[src/rtl/rv32i_types.sv]
`default_nettype none
// Shared cache-hierarchy types: line/burst geometry and the memory adapter state encoding.
// Revision: 1.0
package rv32i_types;

  localparam int LINE_BITS  = 256;
  localparam int BURST_BITS = 64;
  localparam int BURSTS     = LINE_BITS / BURST_BITS;

  typedef enum logic [1:0] {
    IDLE = 2'd0,
    RD   = 2'd1,
    WR   = 2'd2,
    DONE = 2'd3
  } adapter_state_t;

endpackage
`default_nettype wire

[src/rtl/mem_rw_itf.sv]
`default_nettype none
// Whole-line read/write link between a cache level and the level below it.
// Revision: 1.0
interface mem_rw_itf;
  import rv32i_types::*;

  logic                 read;
  logic                 write;
  logic [31:0]          addr;
  logic [LINE_BITS-1:0] wdata;
  logic [LINE_BITS-1:0] rdata;
  logic                 resp;

  modport server (input read, write, addr, wdata, output rdata, resp);
  modport client (output read, write, addr, wdata, input rdata, resp);

endinterface
`default_nettype wire

[src/rtl/line_burst_adapter_control.sv]
`default_nettype none
// Line adapter control: request acceptance, beat counting and Moore handshake outputs.
// Revision: 1.0
module line_burst_adapter_control
  import rv32i_types::*;
#(
  parameter int BURSTS    = 4,
  parameter int BEAT_BITS = $clog2(BURSTS)
) (
  input  logic                 clk,
  input  logic                 rst,
  input  logic                 req_read_i,
  input  logic                 req_write_i,
  input  logic                 mem_resp_i,
  output logic [BEAT_BITS-1:0] beat_o,
  output logic                 load_line_o,
  output logic                 load_addr_o,
  output logic                 capture_o,
  output logic                 mem_read_o,
  output logic                 mem_write_o,
  output logic                 resp_o
);

  localparam logic [BEAT_BITS-1:0] LAST_BEAT = BEAT_BITS'(BURSTS - 1);

  adapter_state_t       state_q, state_d;
  logic [BEAT_BITS-1:0] beat_q, beat_d;

  always_ff @(posedge clk) begin
    if (rst) begin
      state_q <= IDLE;
      beat_q  <= '0;
    end else begin
      state_q <= state_d;
      beat_q  <= beat_d;
    end
  end

  always_comb begin
    state_d     = state_q;
    beat_d      = beat_q;
    load_line_o = 1'b0;
    load_addr_o = 1'b0;
    capture_o   = 1'b0;
    unique case (state_q)
      IDLE: begin
        // Write takes priority when both requests are raised together.
        if (req_write_i) begin
          state_d     = WR;
          beat_d      = '0;
          load_line_o = 1'b1;
          load_addr_o = 1'b1;
        end else if (req_read_i) begin
          state_d     = RD;
          beat_d      = '0;
          load_addr_o = 1'b1;
        end
      end
      RD: begin
        if (mem_resp_i) begin
          capture_o = 1'b1;
          beat_d    = beat_q + 1'b1;
          if (beat_q == LAST_BEAT) state_d = DONE;
        end
      end
      WR: begin
        if (mem_resp_i) begin
          beat_d = beat_q + 1'b1;
          if (beat_q == LAST_BEAT) state_d = DONE;
        end
      end
      DONE: state_d = IDLE;
      default: state_d = IDLE;
    endcase
  end

  assign beat_o      = beat_q;
  assign mem_read_o  = (state_q == RD);
  assign mem_write_o = (state_q == WR);
  assign resp_o      = (state_q == DONE);

endmodule
`default_nettype wire

[src/rtl/line_burst_adapter.sv]
`default_nettype none
// Serves whole-line reads/writes from above as 4-beat bursts on the physical memory port.
// Revision: 1.0
module line_burst_adapter #(
  parameter int LINE_BITS  = rv32i_types::LINE_BITS,
  parameter int BURST_BITS = rv32i_types::BURST_BITS,
  parameter int BURSTS     = LINE_BITS / BURST_BITS
) (
  input  logic                  clk,
  input  logic                  rst,
  mem_rw_itf.server             upper,
  output logic                  mem_read,
  output logic                  mem_write,
  output logic [31:0]           mem_addr,
  output logic [BURST_BITS-1:0] mem_wdata,
  input  logic [BURST_BITS-1:0] mem_rdata,
  input  logic                  mem_resp
);

  localparam int BEAT_BITS = $clog2(BURSTS);

  logic [BEAT_BITS-1:0] beat_w;
  logic                 load_line_w;
  logic                 load_addr_w;
  logic                 capture_w;
  logic                 resp_w;
  logic [LINE_BITS-1:0] line_q;
  logic [31:0]          addr_q;

  line_burst_adapter_control #(
    .BURSTS    (BURSTS),
    .BEAT_BITS (BEAT_BITS)
  ) u_control (
    .clk         (clk),
    .rst         (rst),
    .req_read_i  (upper.read),
    .req_write_i (upper.write),
    .mem_resp_i  (mem_resp),
    .beat_o      (beat_w),
    .load_line_o (load_line_w),
    .load_addr_o (load_addr_w),
    .capture_o   (capture_w),
    .mem_read_o  (mem_read),
    .mem_write_o (mem_write),
    .resp_o      (resp_w)
  );

  // Line buffer and address are pure data; only the control state needs a reset.
  always_ff @(posedge clk) begin
    if (load_addr_w) addr_q <= {upper.addr[31:5], 5'b0};
    if (load_line_w) begin
      line_q <= upper.wdata;
    end else if (capture_w) begin
      line_q[BURST_BITS*int'(beat_w) +: BURST_BITS] <= mem_rdata;
    end
  end

  assign mem_addr    = (mem_read || mem_write) ? addr_q : 32'd0;
  assign mem_wdata   = line_q[BURST_BITS*int'(beat_w) +: BURST_BITS];
  assign upper.rdata = line_q;
  assign upper.resp  = resp_w;

endmodule
`default_nettype wire
[src/flat_wrapper.sv]
// flat-port wrapper written by rule: the top's interface ports become plain ports
module line_burst_adapter_flat 
#(
  parameter int LINE_BITS  = rv32i_types::LINE_BITS,
  parameter int BURST_BITS = rv32i_types::BURST_BITS,
  parameter int BURSTS     = LINE_BITS / BURST_BITS
)
  (clk, rst, mem_read, mem_write, mem_addr, mem_wdata, mem_rdata, mem_resp, upper_read, upper_write, upper_addr, upper_wdata, upper_rdata, upper_resp);
  mem_rw_itf upper_i ();
  input  logic clk;
  input  logic rst;
  output logic mem_read;
  output logic mem_write;
  output logic [31:0] mem_addr;
  output logic [BURST_BITS-1:0] mem_wdata;
  input  logic [BURST_BITS-1:0] mem_rdata;
  input  logic mem_resp;
  input wire logic [$bits(upper_i.read)-1:0] upper_read;
  input wire logic [$bits(upper_i.write)-1:0] upper_write;
  input wire logic [$bits(upper_i.addr)-1:0] upper_addr;
  input wire logic [$bits(upper_i.wdata)-1:0] upper_wdata;
  output wire logic [$bits(upper_i.rdata)-1:0] upper_rdata;
  output wire logic [$bits(upper_i.resp)-1:0] upper_resp;
  assign upper_i.read = upper_read;
  assign upper_i.write = upper_write;
  assign upper_i.addr = upper_addr;
  assign upper_i.wdata = upper_wdata;
  assign upper_rdata = upper_i.rdata;
  assign upper_resp = upper_i.resp;
  line_burst_adapter #(.LINE_BITS(LINE_BITS), .BURST_BITS(BURST_BITS), .BURSTS(BURSTS)) u_core (.clk(clk), .rst(rst), .upper(upper_i), .mem_read(mem_read), .mem_write(mem_write), .mem_addr(mem_addr), .mem_wdata(mem_wdata), .mem_rdata(mem_rdata), .mem_resp(mem_resp));
endmodule
[config.mk]
export PLATFORM = sky130hd
export DESIGN_NAME = line_burst_adapter_flat
export DESIGN_NICKNAME = d
export VERILOG_FILES = /design/src/rtl/rv32i_types.sv /design/src/rtl/mem_rw_itf.sv /design/src/rtl/line_burst_adapter_control.sv /design/src/rtl/line_burst_adapter.sv /design/src/flat_wrapper.sv
export SDC_FILE = /design/constraint.sdc
export NUM_CORES = 1
export LEC_CHECK = 0
export ABC_CLOCK_PERIOD_IN_PS = 2600
export BUFFER_PORTS_ARGS = -buffer_cell sky130_fd_sc_hd__buf_2
export CAP_MARGIN = 10
export CORE_AREA = 2 2 276 278
export CTS_CLUSTER_SIZE = 14
export DETAILED_ROUTE_END_ITERATION = 10
export DIE_AREA = 0 0 278 280
export PLACE_DENSITY = 0.38
export SYNTH_ARGS = -nofsm -noshare
export SYNTH_HDL_FRONTEND = slang
export SYNTH_SLANG_ARGS = --single-unit
[constraint.sdc]
create_clock -name clk -period 2.6 [get_ports clk]
set_clock_uncertainty 0.05 [all_clocks]
set_input_delay 0.52 -clock clk [delete_from_list [all_inputs] [get_ports clk]]
set_output_delay 0.52 -clock clk [all_outputs]
set_load 0.1 [all_outputs]
==> flow_summary.toml, run 1 <==
[grt]
grt_pass1_vias = 11480
grt_overflow = 0
grt_max_degree = 77
antenna_found_initial = 10
grt.total_usage_pct = 15.08
grt_pass1_wl_um = 85440

[worst_setup_path]
path_cells = "buf_12, buf_12, buf_16, mux4_2, buf_8"
cp-end-kind = "output pin"
ff2ff_path_depth = 7
crit_fanout = 7
worstPathRequired_ps = 2030
r2r_slack_ps = 320
cpMostUsedCell = "buf_12"
slowest_stage = "mux4_2"
critPathLaunchType = "register"
slowest_delay_ps = 530
cp.arrival_ps = 2090
worst-setup-path-type = "register to output pin"

[floorplan]
die_w_um = 278
rows = 101
core_um2 = 75190
fp.dieH_um = 280
boundaryPins = 712
start_util_pct = 17.66
die_area_um2 = 77840

[status]
violations = "setup timing"
status = "complete, but fails checks"

[cts]
clkTransAtPathRegs_ps = 50
cts_tree = "yes"
insertion_delay_ps = 540
cts_buffer_depth = 3
cts_root_buffer = "clkbuf_16"
cts.sinks = 287
cts-hold-fix-buffers = 0
htreeDepth = 2
cts_made_buffers = 38

[place]
placed_cell_area_um2 = 18690
place_congestion = 0.8380
io_buffers = 701
hpwl_um = 45120

[hold_path]
hp-class = "input pin to register"
whs_path_depth = 1

[flow_run]
maxCapViolCount = 0

[synth]
syn-instance-count = 760
synth_top_area_share_pct = 64.00
ys_types = 33
synth.area.top_cells = "edfxtp_1 (64%), a22o_1 (17%), mux4_2 (11%)"
ys_ff_latch = 287
synthTopCellsByCount = "edfxtp_1 (283), a22o_1 (256), mux4_2 (64)"
yosysWarnings = 0
yosysMostFrequentCell = "edfxtp_1"
synth-async-reset-ratio_pct = 0
netlist_area_um2 = 13280
synth-seq-area-share_pct = 64.61
synth_area_leader_cell = "edfxtp_1"
avgSynthCellArea_um2 = 17.47
synth_ff_type = "edfxtp_1"
synth_edf_count = 283

[route]
routed_wl_um = 61980
final_antenna_net_count = 0
drt_iter0_markers = 589
vias = 10920
wl_per_cell_um = 24.83
drt-pass1-iter-count = 4
drc = 0
viasPerCell = 4.374

[finish]
design_area_um2 = 20570
multiInputGateArea_um2 = 4343
fin_util_pct = 27.36
syn2layout_area_growth_pct = 54.92
ff_latch_area_um2 = 8587
drive_gt1_share_pct = 58.68
fillers = 7811
nets = 1851

[sta]
period_minus_slack_ps = 2655
final_max_slew_viol_count = 0
relSlewSlack_pct = 56.94
max_clock_freq_mhz = 376.6
tightest_slew_ps = 650.4
setup_ws_ps = -55.16
finalCritPeriodShare_pct = 102.1
hold_viol = 0
finalSetupViolCount = 22
rsz0062_at_grt = "true"
-- placed cells by master (no fill, tap or decap), drive strengths merged, types with 3 or more instances in the layout --
master,n
ha,11
dfxtp,4
and2,28
nand2,4
clkbuf,52
mux2i,3
a31o,4
a22o,256
diode,8
nor2,3
conb,5
inv,7
mux4,64
buf,753
edfxtp,283
clkinv,14
-- layout make-up --
cell class / instances / share of cell area, %
Clock inverter: 17 / 0.6630
Multi-Input combinational cell: 395 / 21.11
Timing Repair Buffer: 755 / 25.38
Sequential cell: 287 / 41.75
Tap cell: 978 / 5.949
Clock buffer: 50 / 4.945
Antenna cell: 8 / 0.09732
Inverter: 6 / 0.1095
-- sequential cells by signal, summed over array words and instances (netlist names) --
register and flops:
u_core.addr_q 27, u_core.u_control.beat_o 2, u_core.upper.rdata 256, u_core.u_control.state_q 2
-- per-layer routing --
layer / up-vias / share of wire, % / track usage (%)
met2: 510 / 51 / 26.25
met3: 101 / 7.1 / 4.039
met5: - / 0.039 / 0
met1: 5575 / 39 / 17.89
li1: 4728 / - / -
met4: 4 / 3.1 / 5.281
-- worst max-delay path, delay by kind of cell, from the launching register on --
family	cells	cell delay, ps
mux	1	530
buf+inv	4	640
flops	1	360
-- cells by family after synthesis --
group	Yosys count	synth area share, %
simple gates	43	2.262
other cells	1	0.02824
buf+inv	82	3.289
flops	287	64.61
fa+ha+maj	11	1.037
mux	67	11.08
compound gates	269	17.70
-- through the flow --
stage	cells	TNS (ps)	hold slack [ps]	setup WS [ps]
finish	2496	-646.9	99.53	-55.16
global route	2495	-4119	60.83	-143.5
CTS	2487	-4885	38.19	-170.8
detailed placement	2405	0	472.5	192.3
global placement	2405	0	458.8	215.4
floorplan	764	-48490	431.8	-189.4
-- what timing repair did --
item / CTS / global route
buffers inserted: 12 / 4
gates resized for setup: 133 / 22
gates cloned: 5 / 0
endpoints found under the setup margin: 76 / 87
-- path summary, 6_finish.rpt --
check / end / from
setup / recovery: mem_wdata[48] / u_core.u_control.beat_o[0]
hold / removal: u_core.addr_q[9] / upper_addr[9]
setup reg to reg: u_core.upper.rdata[168] / u_core.u_control.beat_o[0]
hold reg to reg: u_core.u_control.state_q[0] / u_core.u_control.state_q[0]
Power of run 1 is left out: the tool's default activity adds up to more than one toggle a clock period on the data nets, which glitch-free logic cannot reach.
==> run 2: changes to the inputs <==
--- a/config.mk
+++ b/config.mk
@@ -12,7 +12,7 @@
 export CTS_CLUSTER_SIZE = 14
 export DETAILED_ROUTE_END_ITERATION = 10
 export DIE_AREA = 0 0 278 280
-export PLACE_DENSITY = 0.38
+export PLACE_DENSITY_LB_ADDON = 0.2
 export SYNTH_ARGS = -nofsm -noshare
 export SYNTH_HDL_FRONTEND = slang
 export SYNTH_SLANG_ARGS = --single-unit
==> run 2 against run 1 <==
Compared with the run above: the run still ends with setup timing left; maximum frequency rose by 0.53%; hold slack gained 2.5 ps; sequential share of layout area is 0.41 points lower; clock-buffer cell count up 2; worst setup slack gained 14 ps.
==> flow_summary.toml, run 2 (synthesized netlist as in run 1, its figures left out) <==
[finish]
fillers = 7816
final_cell_mix = "buf_2 (609), edfxtp_1 (283), a22o_1 (256), buf_12 (65), mux4_2 (64)"
largest_reg_flops = 256
design_area_um2 = 20770
nets = 1853
drive_gt1_share_pct = 58.49
layout_commonest_cell = "buf_2"
syn2layout_area_growth_pct = 56.45

[place]
place_congestion = 0.8115
io_buffers = 701
placed_cell_area_um2 = 18670
hpwl_um = 43860
place_ws_ps = 305.8

[route]
wl_met3_um = 4209
drt-pass1-iter-count = 4
drt_iter0_markers = 663
top_layer = "met5"
vias = 11080
m1WireLength_um = 25720
wl_met2_um = 31250
routed_wl_um = 62740
viasPerCell = 4.451
wl_per_cell_um = 25.20
drc = 0
final_antenna_net_count = 0

[worst_setup_path]
cp-end-kind = "output pin"
critPathLaunch = "u_core.u_control.beat_o[0]"
r2r_slack_ps = 280
ff2ff_path_depth = 8
reg2reg_to = "u_core.upper.rdata[137]"
worstPathRequired_ps = 2030
worst-setup-path-type = "register to output pin"
critPathLaunchType = "register"
crit_end = "mem_wdata[27]"
crit_fanout = 4
reg2reg_from = "u_core.u_control.beat_o[0]"
cp.arrival_ps = 2070

[sta]
relSlewSlack_pct = 60.59
tightest_slew_ps = 589.8
finalSetupViolCount = 43
setup_ws_ps = -41.07
final_max_slew_viol_count = 0
finalCritPeriodShare_pct = 101.6
max_clock_freq_mhz = 378.6
hold_viol = 0
rsz0062_at_grt = "true"
period_minus_slack_ps = 2641

[cts]
cts_tree = "yes"
cts.sinks = 287
cts_root_buffer = "clkbuf_16"
htreeDepth = 2
clkTransAtPathRegs_ps = 50
cts_buffer_depth = 3
insertion_delay_ps = 550
cts_made_buffers = 38

[grt]
grt_pass1_wl_um = 85370
grt_pass1_vias = 11670
grt.total_usage_pct = 15.20
grt_overflow = 0
antenna_found_initial = 18
grt_max_degree = 70

[hold_path]
hp-class = "input pin to register"

[floorplan]
die_area_um2 = 77840
fp.dieH_um = 280
die_w_um = 278
core_um2 = 75190
start_util_pct = 17.66
boundaryPins = 712
rows = 101

[status]
violations = "setup timing"
status = "complete, but fails checks"

[flow_run]
maxCapViolCount = 0
run 2: cell types whose count changed in the layout (fill, tap and decap cells not counted), moves of 4 or more:
cell and delta:
and2_4 -4, buf_8 +7, buf_4 -4, and2_1 +4, diode_2 -4
run 2: through the flow:
stage          hold WS, ps  TNS [ps]  utilization (%)  instances
6_report             102.0    -917.6            27.63       2490
3_5_place_dp         457.6         0            24.83       2407
3_3_place_gp         451.9         0            24.83       2407
5_1_grt              51.93     -5767            27.62       2489
4_1_cts              41.81     -5370            27.49       2484
2_1_floorplan        431.8    -48490                -        764
run 2: per-layer routing:
layer | global-route usage [%] | vias to the layer above
met5 | 0 | -
met4 | 4.574 | 18
met3 | 3.706 | 102
met2 | 25.92 | 558
met1 | 19.00 | 5683
li1 | - | 4721
run 2: critical path, cell delays in order (launching register included):
cell	delay [ps]
dfxtp_4	370
buf_8	140
buf_16	160
buf_8	130
mux4_2	530
buf_12	190
run 2: worst min-delay path by stage:
stage	startpoint	cells past startpoint	endpoint
6_report	upper_addr[9]	1	u_core.addr_q[9]
2_1_floorplan	u_core.u_control.state_q[0]	2	u_core.u_control.state_q[0]
3_3_place_gp	u_core.u_control.state_q[0]	2	u_core.u_control.state_q[0]
3_5_place_dp	u_core.u_control.state_q[0]	2	u_core.u_control.state_q[0]
5_1_grt	upper_addr[16]	1	u_core.addr_q[16]
4_1_cts	upper_addr[24]	1	u_core.addr_q[24]
run 2: timing repair:
item,in CTS,in global routing
endpoints found under the setup margin,91,88
cloned,4,1
gates resized for setup,168,13
setup buffers,11,1
hold buffers,0,0
run 2: layout make-up:
class                           instances  area, um^2  area share, %
Sequential cell                       287        8586          41.33
Inverter                                6       22.52         0.1084
Multi-Input combinational cell        395        4333          20.86
Clock buffer                           52        1067          5.138
Timing Repair Buffer                  757        5356          25.79
Clock inverter                         11       173.9         0.8373
Antenna cell                            4       10.01        0.04819
Tap cell                              978        1224          5.891
Power of run 2 is left out for the same reason.
==> run 3: changes to the inputs <==
--- a/config.mk
+++ b/config.mk
@@ -5,7 +5,7 @@
 export SDC_FILE = /design/constraint.sdc
 export NUM_CORES = 1
 export LEC_CHECK = 0
-export ABC_CLOCK_PERIOD_IN_PS = 2600
+export ABC_CLOCK_PERIOD_IN_PS = 2300
 export BUFFER_PORTS_ARGS = -buffer_cell sky130_fd_sc_hd__buf_2
 export CAP_MARGIN = 10
 export CORE_AREA = 2 2 276 278
==> constraint.sdc (replaced) <==
create_clock -name clk -period 2.3 [get_ports clk]
set_clock_uncertainty 0.05 [all_clocks]
set_input_delay 0.46 -clock clk [delete_from_list [all_inputs] [get_ports clk]]
set_output_delay 0.46 -clock clk [all_outputs]
set_load 0.1 [all_outputs]
==> run 3 against run 2 <==
Compared with the run above: the flow still finishes with violations (setup timing); design area increased by 1.2%; non-clock buffer count increased by 37; critical path type unchanged; cell count increased by 1.4%.
==> flow_summary.toml, run 3 (synthesized netlist as in run 1, its figures left out) <==
[worst_setup_path]
ff2ff_path_depth = 7
r2r_slack_ps = 90
cp-end-kind = "output pin"
crit_fanout = 9
reg2reg_from = "u_core.u_control.beat_o[0]"
critPathLaunchType = "register"
reg2reg_to = "u_core.upper.rdata[225]"
worstPathRequired_ps = 1790
worst-setup-path-type = "register to output pin"
cp.arrival_ps = 2040

[floorplan]
core_um2 = 75190
start_util_pct = 17.66
fp.dieH_um = 280
boundaryPins = 712
die_area_um2 = 77840
rows = 101
die_w_um = 278

[cts]
clkTransAtPathRegs_ps = 60
cts_tree = "yes"
insertion_delay_ps = 540
cts_root_buffer = "clkbuf_16"
cts.sinks = 287
cts_made_buffers = 36
cts_buffer_depth = 3
htreeDepth = 2

[finish]
design_area_um2 = 21020
final_cell_mix = "buf_2 (609), edfxtp_1 (283), a22o_1 (256), buf_12 (65), mux4_2 (64)"
largest_reg_flops = 256
final_cells = 2526
ff_latch_area_um2 = 8588
fillers = 7814
layout_commonest_cell = "buf_2"
syn2layout_area_growth_pct = 58.28
nets = 1888
multiInputGateArea_um2 = 4392
drive_gt1_share_pct = 60.17

[route]
drc = 0
top_layer = "met5"
m1WireLength_um = 24170
wl_met3_um = 4704
drt_iter0_markers = 654
viasPerCell = 4.364
wl_met2_um = 31550
vias = 11020
final_antenna_net_count = 0
wl_per_cell_um = 24.41
drt-pass1-iter-count = 5
routed_wl_um = 61660

[place]
placed_cell_area_um2 = 18920
place_inst = 2423
place_congestion = 0.8066
hpwl_um = 44970
io_buffers = 701
place_ws_ps = 133.3

[sta]
rsz0062_at_grt = "true"
relSlewSlack_pct = 44.11
finalSetupViolCount = 77
whs_ps = 48.25
final_max_slew_viol_count = 0
setup_ws_ps = -245.8
hold_viol = 0
finalCritPeriodShare_pct = 110.7
tightest_slew_ps = 838.3
period_minus_slack_ps = 2546
max_clock_freq_mhz = 392.8

[status]
violations = "setup timing"
status = "complete, but fails checks"

[grt]
antenna_found_initial = 12
grt_pass1_wl_um = 84690
grt_max_degree = 137
grt_pass1_vias = 11660
grt_overflow = 0
grt.total_usage_pct = 15.00

[hold_path]
hp-class = "input pin to register"
holdCritStartpoint = "upper_addr[8]"
hold_path_end = "u_core.addr_q[8]"
whs_path_depth = 1

[flow_run]
maxCapViolCount = 0
run 3: cell count changes in the layout (fill, tap and decap cells not counted), sizes merged:
cell,previous run,this run
dlygate4sd3,0,22
clkinvlp,0,1
bufinv,5,4
clkbuf,54,49
buf,755,770
clkinv,6,10
run 3: layout make-up:
cell class / instances / share of cell area, %
Antenna cell: 4 / 0.04763
Clock buffer: 47 / 4.632
Clock inverter: 15 / 0.8097
Inverter: 6 / 0.1310
Multi-Input combinational cell: 395 / 20.90
Sequential cell: 287 / 40.86
Tap cell: 978 / 5.822
Timing Repair Buffer: 794 / 26.80
run 3: how the worst max path moves through the flow:
stage | start | end | slack [ps] | depth (start not counted)
6_report | u_core.u_control.beat_o[0] | mem_wdata[44] | -250 | 4
5_1_grt | u_core.u_control.beat_o[0] | mem_wdata[52] | -320 | 4
4_1_cts | u_core.u_control.beat_o[0] | mem_wdata[47] | -340 | 4
3_5_place_dp | u_core.u_control.state_q[0] | u_core.upper.rdata[57] | 130 | 6
3_3_place_gp | u_core.u_control.beat_o[0] | mem_wdata[47] | 140 | 4
2_1_floorplan | u_core.u_control.state_q[1] | u_core.upper.rdata[100] | -190 | 3
run 3: what timing repair did:
| item | CTS | global route |
|---|---|---|
| resized for setup | 159 | 14 |
| setup buffers | 7 | 4 |
| endpoints found under the hold margin | 22 | 0 |
| hold buffers | 22 | 0 |
| cloned | 2 | 2 |
| setup endpoints to repair | 92 | 86 |
| pin swaps | 1 | 1 |
run 3: routing by layer:
metal | track usage [%] | vias up
met5 | 0 | -
met4 | 3.770 | 8
met3 | 4.263 | 72
met2 | 26.38 | 524
met1 | 17.98 | 5631
li1 | - | 4788
run 3: stage by stage:
stage	setup TNS [ps]	utilization, %
finish	-13490	27.95
global route	-19590	27.94
CTS	-18220	27.76
detailed placement	0	25.16
global placement	0	25.16
floorplan	-48890	-
run 3: worst max-delay path, cell delays in order (launching register included):
cell     delay, ps
dfxtp_4        400
buf_12         170
buf_4          170
mux4_2         520
buf_6          210
Power of run 3 is left out for the same reason.
